==> src/rtl/uproc_pkg.sv <==
// rtl/uproc_pkg.sv - shared types and constants for the uProcessor control path
package uproc_pkg;

  localparam int NUM_REGS = 4;
  localparam logic [NUM_REGS-1:0] RO_MASK_DEFAULT = 4'b1000;

  typedef enum logic [3:0] {
    OP_NOP  = 4'h0,
    OP_LD   = 4'h1,
    OP_ST   = 4'h2,
    OP_ADD  = 4'h3,
    OP_SUB  = 4'h4,
    OP_AND  = 4'h5,
    OP_OR   = 4'h6,
    OP_XOR  = 4'h7,
    OP_HALT = 4'hF
  } opcode_e;

  typedef enum logic [2:0] {
    ALU_PASS = 3'd0,
    ALU_ADD  = 3'd1,
    ALU_SUB  = 3'd2,
    ALU_AND  = 3'd3,
    ALU_OR   = 3'd4,
    ALU_XOR  = 3'd5
  } alu_op_e;

  typedef enum logic [2:0] {
    S_FETCH,
    S_DECODE,
    S_READ,
    S_WRITE,
    S_HALT
  } id_state_e;

  // LD moves the register straight into the accumulator, so it rides the ALU as PASS.
  function automatic alu_op_e alu_of(input opcode_e op);
    case (op)
      OP_ADD:  return ALU_ADD;
      OP_SUB:  return ALU_SUB;
      OP_AND:  return ALU_AND;
      OP_OR:   return ALU_OR;
      OP_XOR:  return ALU_XOR;
      default: return ALU_PASS;
    endcase
  endfunction

endpackage

==> src/rtl/reg_sel_dec.sv <==
// rtl/reg_sel_dec.sv - register index to one-hot select, all-zero when disabled
module reg_sel_dec #(
  parameter int NUM_REGS = 4
) (
  input  logic [1:0]          idx,
  input  logic                en,
  output logic [NUM_REGS-1:0] sel
);

  always_comb begin
    sel = '0;
    for (int i = 0; i < NUM_REGS; i++) begin
      sel[i] = en && (int'(idx) == i);
    end
  end

endmodule

==> src/rtl/instr_decode.sv <==
// rtl/instr_decode.sv - instruction decode sequencer driving register file and accumulator enables
module instr_decode
  import uproc_pkg::*;
#(
  parameter int NUM_REGS = uproc_pkg::NUM_REGS,
  parameter logic [NUM_REGS-1:0] RO_MASK = RO_MASK_DEFAULT
) (
  input  logic                clk,
  input  logic                Reset,
  input  logic [7:0]          Instr,
  input  logic                InstrValid,
  output logic                InstrReady,
  output logic [NUM_REGS-1:0] RegNum,
  output logic                RegCE,
  output logic                AccuCE,
  output logic [2:0]          AluOp,
  output logic                IllegalInstr,
  output logic                Halted
);

  id_state_e state, state_nxt;
  logic [7:0] ir;
  opcode_e    op;
  logic [1:0] idx;
  logic       sel_en;
  logic       reg_ce_raw;
  logic       accu_ce_raw;
  logic       illegal_raw;
  alu_op_e    alu_raw;
  logic       unused_rsvd;

  assign op          = opcode_e'(ir[7:4]);
  assign idx         = ir[1:0];
  assign unused_rsvd = ^ir[3:2];

  always_ff @(posedge clk) begin
    if (Reset) begin
      state <= S_FETCH;
      ir    <= '0;
    end else begin
      state <= state_nxt;
      if (state == S_FETCH && InstrValid) begin
        ir <= Instr;
      end
    end
  end

  always_comb begin
    state_nxt   = state;
    InstrReady  = 1'b0;
    Halted      = 1'b0;
    sel_en      = 1'b0;
    reg_ce_raw  = 1'b0;
    accu_ce_raw = 1'b0;
    illegal_raw = 1'b0;
    alu_raw     = ALU_PASS;
    case (state)
      S_FETCH: begin
        InstrReady = 1'b1;
        if (InstrValid) state_nxt = S_DECODE;
      end
      S_DECODE: begin
        case (op)
          OP_NOP:  state_nxt = S_FETCH;
          OP_HALT: state_nxt = S_HALT;
          OP_LD, OP_ADD, OP_SUB, OP_AND, OP_OR, OP_XOR: state_nxt = S_READ;
          OP_ST: begin
            // Read-only registers (e.g. the external input port) reject stores.
            if (RO_MASK[idx]) begin
              illegal_raw = 1'b1;
              state_nxt   = S_FETCH;
            end else begin
              state_nxt = S_WRITE;
            end
          end
          default: begin
            illegal_raw = 1'b1;
            state_nxt   = S_FETCH;
          end
        endcase
      end
      S_READ: begin
        sel_en      = 1'b1;
        accu_ce_raw = 1'b1;
        alu_raw     = alu_of(op);
        state_nxt   = S_FETCH;
      end
      S_WRITE: begin
        sel_en     = 1'b1;
        reg_ce_raw = 1'b1;
        state_nxt  = S_FETCH;
      end
      S_HALT: begin
        Halted = 1'b1;
      end
      default: state_nxt = S_FETCH;
    endcase
  end

  // Reset masks the enables combinationally so an in-flight READ/WRITE has no effect.
  assign RegCE        = reg_ce_raw  & ~Reset;
  assign AccuCE       = accu_ce_raw & ~Reset;
  assign IllegalInstr = illegal_raw & ~Reset;
  assign AluOp        = AccuCE ? alu_raw : ALU_PASS;

  reg_sel_dec #(.NUM_REGS(NUM_REGS)) u_sel (
    .idx (idx),
    .en  (sel_en),
    .sel (RegNum)
  );

endmodule

==> config.mk <==
export PLATFORM = sky130hd
export DESIGN_NAME = instr_decode
export DESIGN_NICKNAME = d
export VERILOG_FILES = /design/src/rtl/uproc_pkg.sv /design/src/rtl/reg_sel_dec.sv /design/src/rtl/instr_decode.sv
export SDC_FILE = /design/constraint.sdc
export NUM_CORES = 1
export LEC_CHECK = 0
export ABC_AREA = 1
export CAP_MARGIN = 20
export CORE_AREA = 2 2 44 46
export CTS_CLUSTER_DIAMETER = 60
export CTS_CLUSTER_SIZE = 30
export DETAILED_ROUTE_END_ITERATION = 8
export DIE_AREA = 0 0 46 48
export HOLD_SLACK_MARGIN = 0.05
export PLACE_DENSITY_LB_ADDON = 0.15
export SYNTH_ARGS = -nofsm -noshare
export SYNTH_HDL_FRONTEND = slang
export SYNTH_SLANG_ARGS = --single-unit
==> constraint.sdc <==
create_clock -name clk -period 2 [get_ports clk]
set_input_delay 0.2 -clock clk [delete_from_list [all_inputs] [get_ports clk]]
set_output_delay 0.2 -clock clk [all_outputs]
set_load 0.005 [all_outputs]
# == Word level (Yosys, flattened, before mapping) ==
# Cells that the tools add are included.
# totals
regBits,11
wordCells,53
# classes
magnitude_cmp,1
n_eq_ne,16
muxes,17
n_bitwise,5
reduce_logical,12
# ops
cell,count
3-bit case mux with 3 select lines,2
4-bit by 3-bit equality test with 1-bit output (second input constant),4
3-bit case mux with 5 select lines,1
3-bit two-way mux,3
4-bit by 2-bit equality test with 1-bit output (second input constant),2
1-bit two-way mux,8
8-bit OR reduction,1
3-bit by 2-bit equality test with 1-bit output (second input constant),2
6-bit OR reduction,1
1-bit logical AND,5
2-bit equality test (second input constant),2
4-bit by 1-bit equality test with 1-bit output (second input constant),1
4-bit equality test (second input constant),1
4-bit zero test,1
1-bit AND,3
3-bit by 1-bit equality test with 1-bit output (second input constant),1
3-bit equality test (second input constant),1
3-bit zero test,1
2-bit by 3-bit < comparator with 1-bit output (second input constant),1
1-bit binary-select mux with 2-bit select,1
2-bit by 1-bit equality test with 1-bit output (second input constant),1
2-bit zero test,1
2-bit two-way mux,1
2-bit inequality test (second input constant),1
other kinds (4),5

# == Longest topological paths before layout ==
# logic_depth
ltp_word,6
ltp_mapped,7
mapped_depth_nobuf,7

# == Hierarchy ==
# Synthesis repeated with hierarchy kept, for this count alone.
# unflattened
hier_cells,92
hier_area_um2,566.8
# modules_own_cells
mod,n_inst,cells_per_inst,area_each_um2
instr_decode,1,84,536.8
reg_sel_dec,1,8,30.0

# == Least setup slack after synthesis ==
# OpenSTA, ideal clock, no wires.
# synth_timing
path_type,register to output
startpoint,reg state[1]
endpoint,out AluOp[0]
t_arrival_ps,827
required_ps,1800
setup_slack_ps,973
stages_incl_launch_ff,5
path_buffers,0
cell_sequence,dfxtp_1 nand2_2 nor2_1 nand2_1 nor3_1
# synth_via
elab_chain_len,4
elab_cells_between_ends,5
cone_classes,eq/ne (1); mux (3); bitwise (1)
# synth_rtl
element,line,text
"start, declared",instr_decode.sv:21,"id_state_e state, state_nxt;"
"start signal, assigned",instr_decode.sv:41,state <= state_nxt;
3-bit by 2-bit equality test with 1-bit output (*),instr_decode.sv:57,case (state)
1-bit two-way mux,instr_decode.sv:57,
1-bit AND,instr_decode.sv:102,assign AccuCE = accu_ce_raw & ~Reset;
3-bit two-way mux (*),instr_decode.sv:104,assign AluOp = AccuCE ? alu_raw : ALU_PASS;
"end, declared",instr_decode.sv:16,"output logic [2:0] AluOp,"
# Every way passes the cells marked *; elsewhere a longest branch is shown, timed or not.

# == Worst setup path after layout ==
# layout_timing
startpoint,reg state[0]
endpoint,out IllegalInstr
# layout_via
elab_chain_len,3
# layout_rtl
element,line,text
3-bit by 1-bit equality test with 1-bit output,instr_decode.sv:57,
1-bit two-way mux,instr_decode.sv:57,
1-bit AND,instr_decode.sv:103,assign IllegalInstr = illegal_raw & ~Reset;
"end, declared",instr_decode.sv:17,"output logic IllegalInstr,"
# No other way between the ends.

==> results_dict.tcl <==
set metrics [dict create \
    synth-simple-area-share 0.464 \
    layout-drive-gt1-share 0.164 \
    netlist_top_cells_area "dfxtp_1, nand2_1, inv_1" \
    total_power_w 0.000484 \
    synthAdderAreaFrac 0 \
    max_freq_mhz 537 \
    die_h_microns 48 \
    slew_viol_final 0 \
    grt_start_max_net_pins 7 \
    place_congestion 0.748 \
    antenna_found_initial 0 \
    synth_top_family_by_area "simple AND/OR/NAND/NOR gates" \
    synth_seq_cells 9 \
    cp-start-kind "register" \
    hold_buffers 0 \
    setup_tns_ns 0 \
    ioPinCount 23 \
    fp.coreArea_sq_mm 0.00169 \
    period_share 0.930 \
    yosys_warnings 0 \
    dr.pass1.iters 4 \
    worstSetupEndpointType "output port" \
    setup_violations 0 \
    crit_path_frequent_cell "nand2_1" \
    muxShareOfSynthArea 0 \
    synth_top_area_cell "dfxtp_1" \
    diodes 0 \
    grt_pass1_vias 504 \
    netlist_area_sq_um 572 \
    area_delta_synth_final_pct 47.5 \
    vias 610 \
    cts-root-buf "clkbuf_4" \
    num_rows 15 \
    p_leak_nw 0.424 \
    reg2regPathDepth 6 \
    synth_cells 97 \
    place_hpwl_microns 1040 \
    clock_skew_ns 0.00468 \
    wl_per_cell_microns 8.94 \
    crit_path_top_delay_cell "clkdlybuf4s50_1" \
    slew_headroom 0.871 \
    critPathKind "reg2out" \
    ys_types 15 \
    cts_tree "built" \
    yosysTopAreaCellShare 0.315 \
    io_buffers 20 \
    die_w_microns 46 \
    die-area_sq_mm 0.00221 \
    post_cts_buffers 0 \
    cpPeakStageDelay_ns 0.52 \
    path_clk_slew_ns 0.06 \
    placed_area_sq_um 801 \
    cts_resized 0 \
    hold_class "in2reg" \
    path_cells "nand2_1, nor2_1, nand2_1, a21oi_1, clkdlybuf4s50_1" \
    clock_sinks 9 \
    initial_utilization 0.339 \
    period_minus_slack_ns 1.86 \
    grt_use_total 0.135 \
    cts_htree_levels 1 \
    drcViolationCount 0 \
    place_ws_ns 0.241 \
    clock_latency_ns 0.26 \
    grt_overflow_total 0 \
    avgSynthCellArea_sq_um 5.89 \
    hold_violations 0 \
    ant_nets 0 \
    holdPathStages 2 \
    hold_ws_ns 0.521 \
    fin_ws_ns 0.139 \
    p_per_area_mw_per_mm2 574 \
    max_cap_viol_count 0 \
    cts_buffer_depth 2 \
    vdd_ir_drop_max_v 0.000391 \
    vias_per_cell 4.39 \
    finalInstanceArea_sq_um 843 \
    crit_required_ns 1.80 \
    crit_arrival_ns 1.66 \
    outcome "finished clean" \
    nNetsFinal 134 \
    critPathMaxFanout 4 \
    drt_first_iter_violations 4 \
    synth_fp_nets 108 \
    grt_pass1_wl_microns 2050 \
    synth-xor-area-share 0 \
    worst_slew_pin_slew_ns 0.193 \
    synth_compound_area_frac 0.0613 \
    numCtsBuffers 3 \
    routed_wl_microns 1240 \
    ys_seq_area_frac 0.315 \
]
-- final timing paths --
kind,start,to,slack [ns]
setup / recovery,state[0]$_SDFFE_PP0P_,IllegalInstr,0.14
hold / removal,Reset,state[2]$_SDFFE_PP0P_,0.52
setup reg to reg,state[0]$_SDFFE_PP0P_,ir[5]$_SDFFE_PP0P_,0.97
hold reg to reg,state[2]$_SDFFE_PP0P_,state[2]$_SDFFE_PP0P_,0.52
-- critical path, delay by kind of cell (launching register included) --
family	cells	cell delay [ns]
AO/OA/AOI/OAI	1	0.13
buffers and inverters	1	0.52
flip-flops	1	0.42
AND/OR/NAND/NOR	3	0.32
-- layout make-up --
class / count / area, sq um
Fill cell: 194 / 846
Sequential cell: 9 / 181
Inverter: 24 / 91.3
Clock buffer: 4 / 26.3
Timing Repair Buffer: 21 / 210
Multi-Input combinational cell: 64 / 313
Tap cell: 17 / 21.3
-- cells by family after synthesis --
kind of cell / after synthesis
flip-flops: 9
AND/OR/NAND/NOR: 57
buffers and inverters: 24
AO/OA/AOI/OAI: 7
-- synthesized netlist by cell type, drive strengths merged --
library cell,count
nand2,34
inv,22
nor2,14
dfxtp,9
nor3,6
a21oi,4
nand3,3
o21ai,3
clkinv,2
-- metrics by stage --
stage,util,cells
finish,0.499,139
global placement,0.474,135
detailed placement,0.474,135
CTS,0.490,139
global route,0.499,139
floorplan,-,97
-- metal layers --
metal,vias up,global-route usage,share of wire
li1,339,-,-
met1,257,0.153,0.46
met2,12,0.225,0.48
met3,2,0.0566,0.045
met4,0,0.0514,0.0097
met5,-,0,0
-- flip-flops by register name, summed over array words and instances, names as in the netlist --
signal,flops
ir,6
state,3
-- cells in the final DEF, fill, tap and decap left out, types with 3 or more instances in the layout --
| master | instances |
|---|---|
| a21oi_1 | 4 |
| inv_1 | 20 |
| clkbuf_4 | 3 |
| clkdlybuf4s50_1 | 19 |
| nand2_1 | 30 |
| nor2_1 | 7 |
| o21ai_0 | 3 |
| nor3_1 | 5 |
| nand3_1 | 3 |
| nor2_2 | 5 |
| dfxtp_1 | 8 |
-- power by group --
| group | leakage (nW) | total (W) | switching, W | internal (W) |
|---|---|---|---|---|
| sequential | 0.0747 | 0.000214 | 0.0000181 | 0.000196 |
| clock | 0.0150 | 0.000140 | 0.0000630 | 0.0000769 |
| combinational | 0.334 | 0.000130 | 0.0000721 | 0.0000584 |
| total | 0.424 | 0.000484 | 0.000153 | 0.000331 |
(Power assumes the default switching activity.)
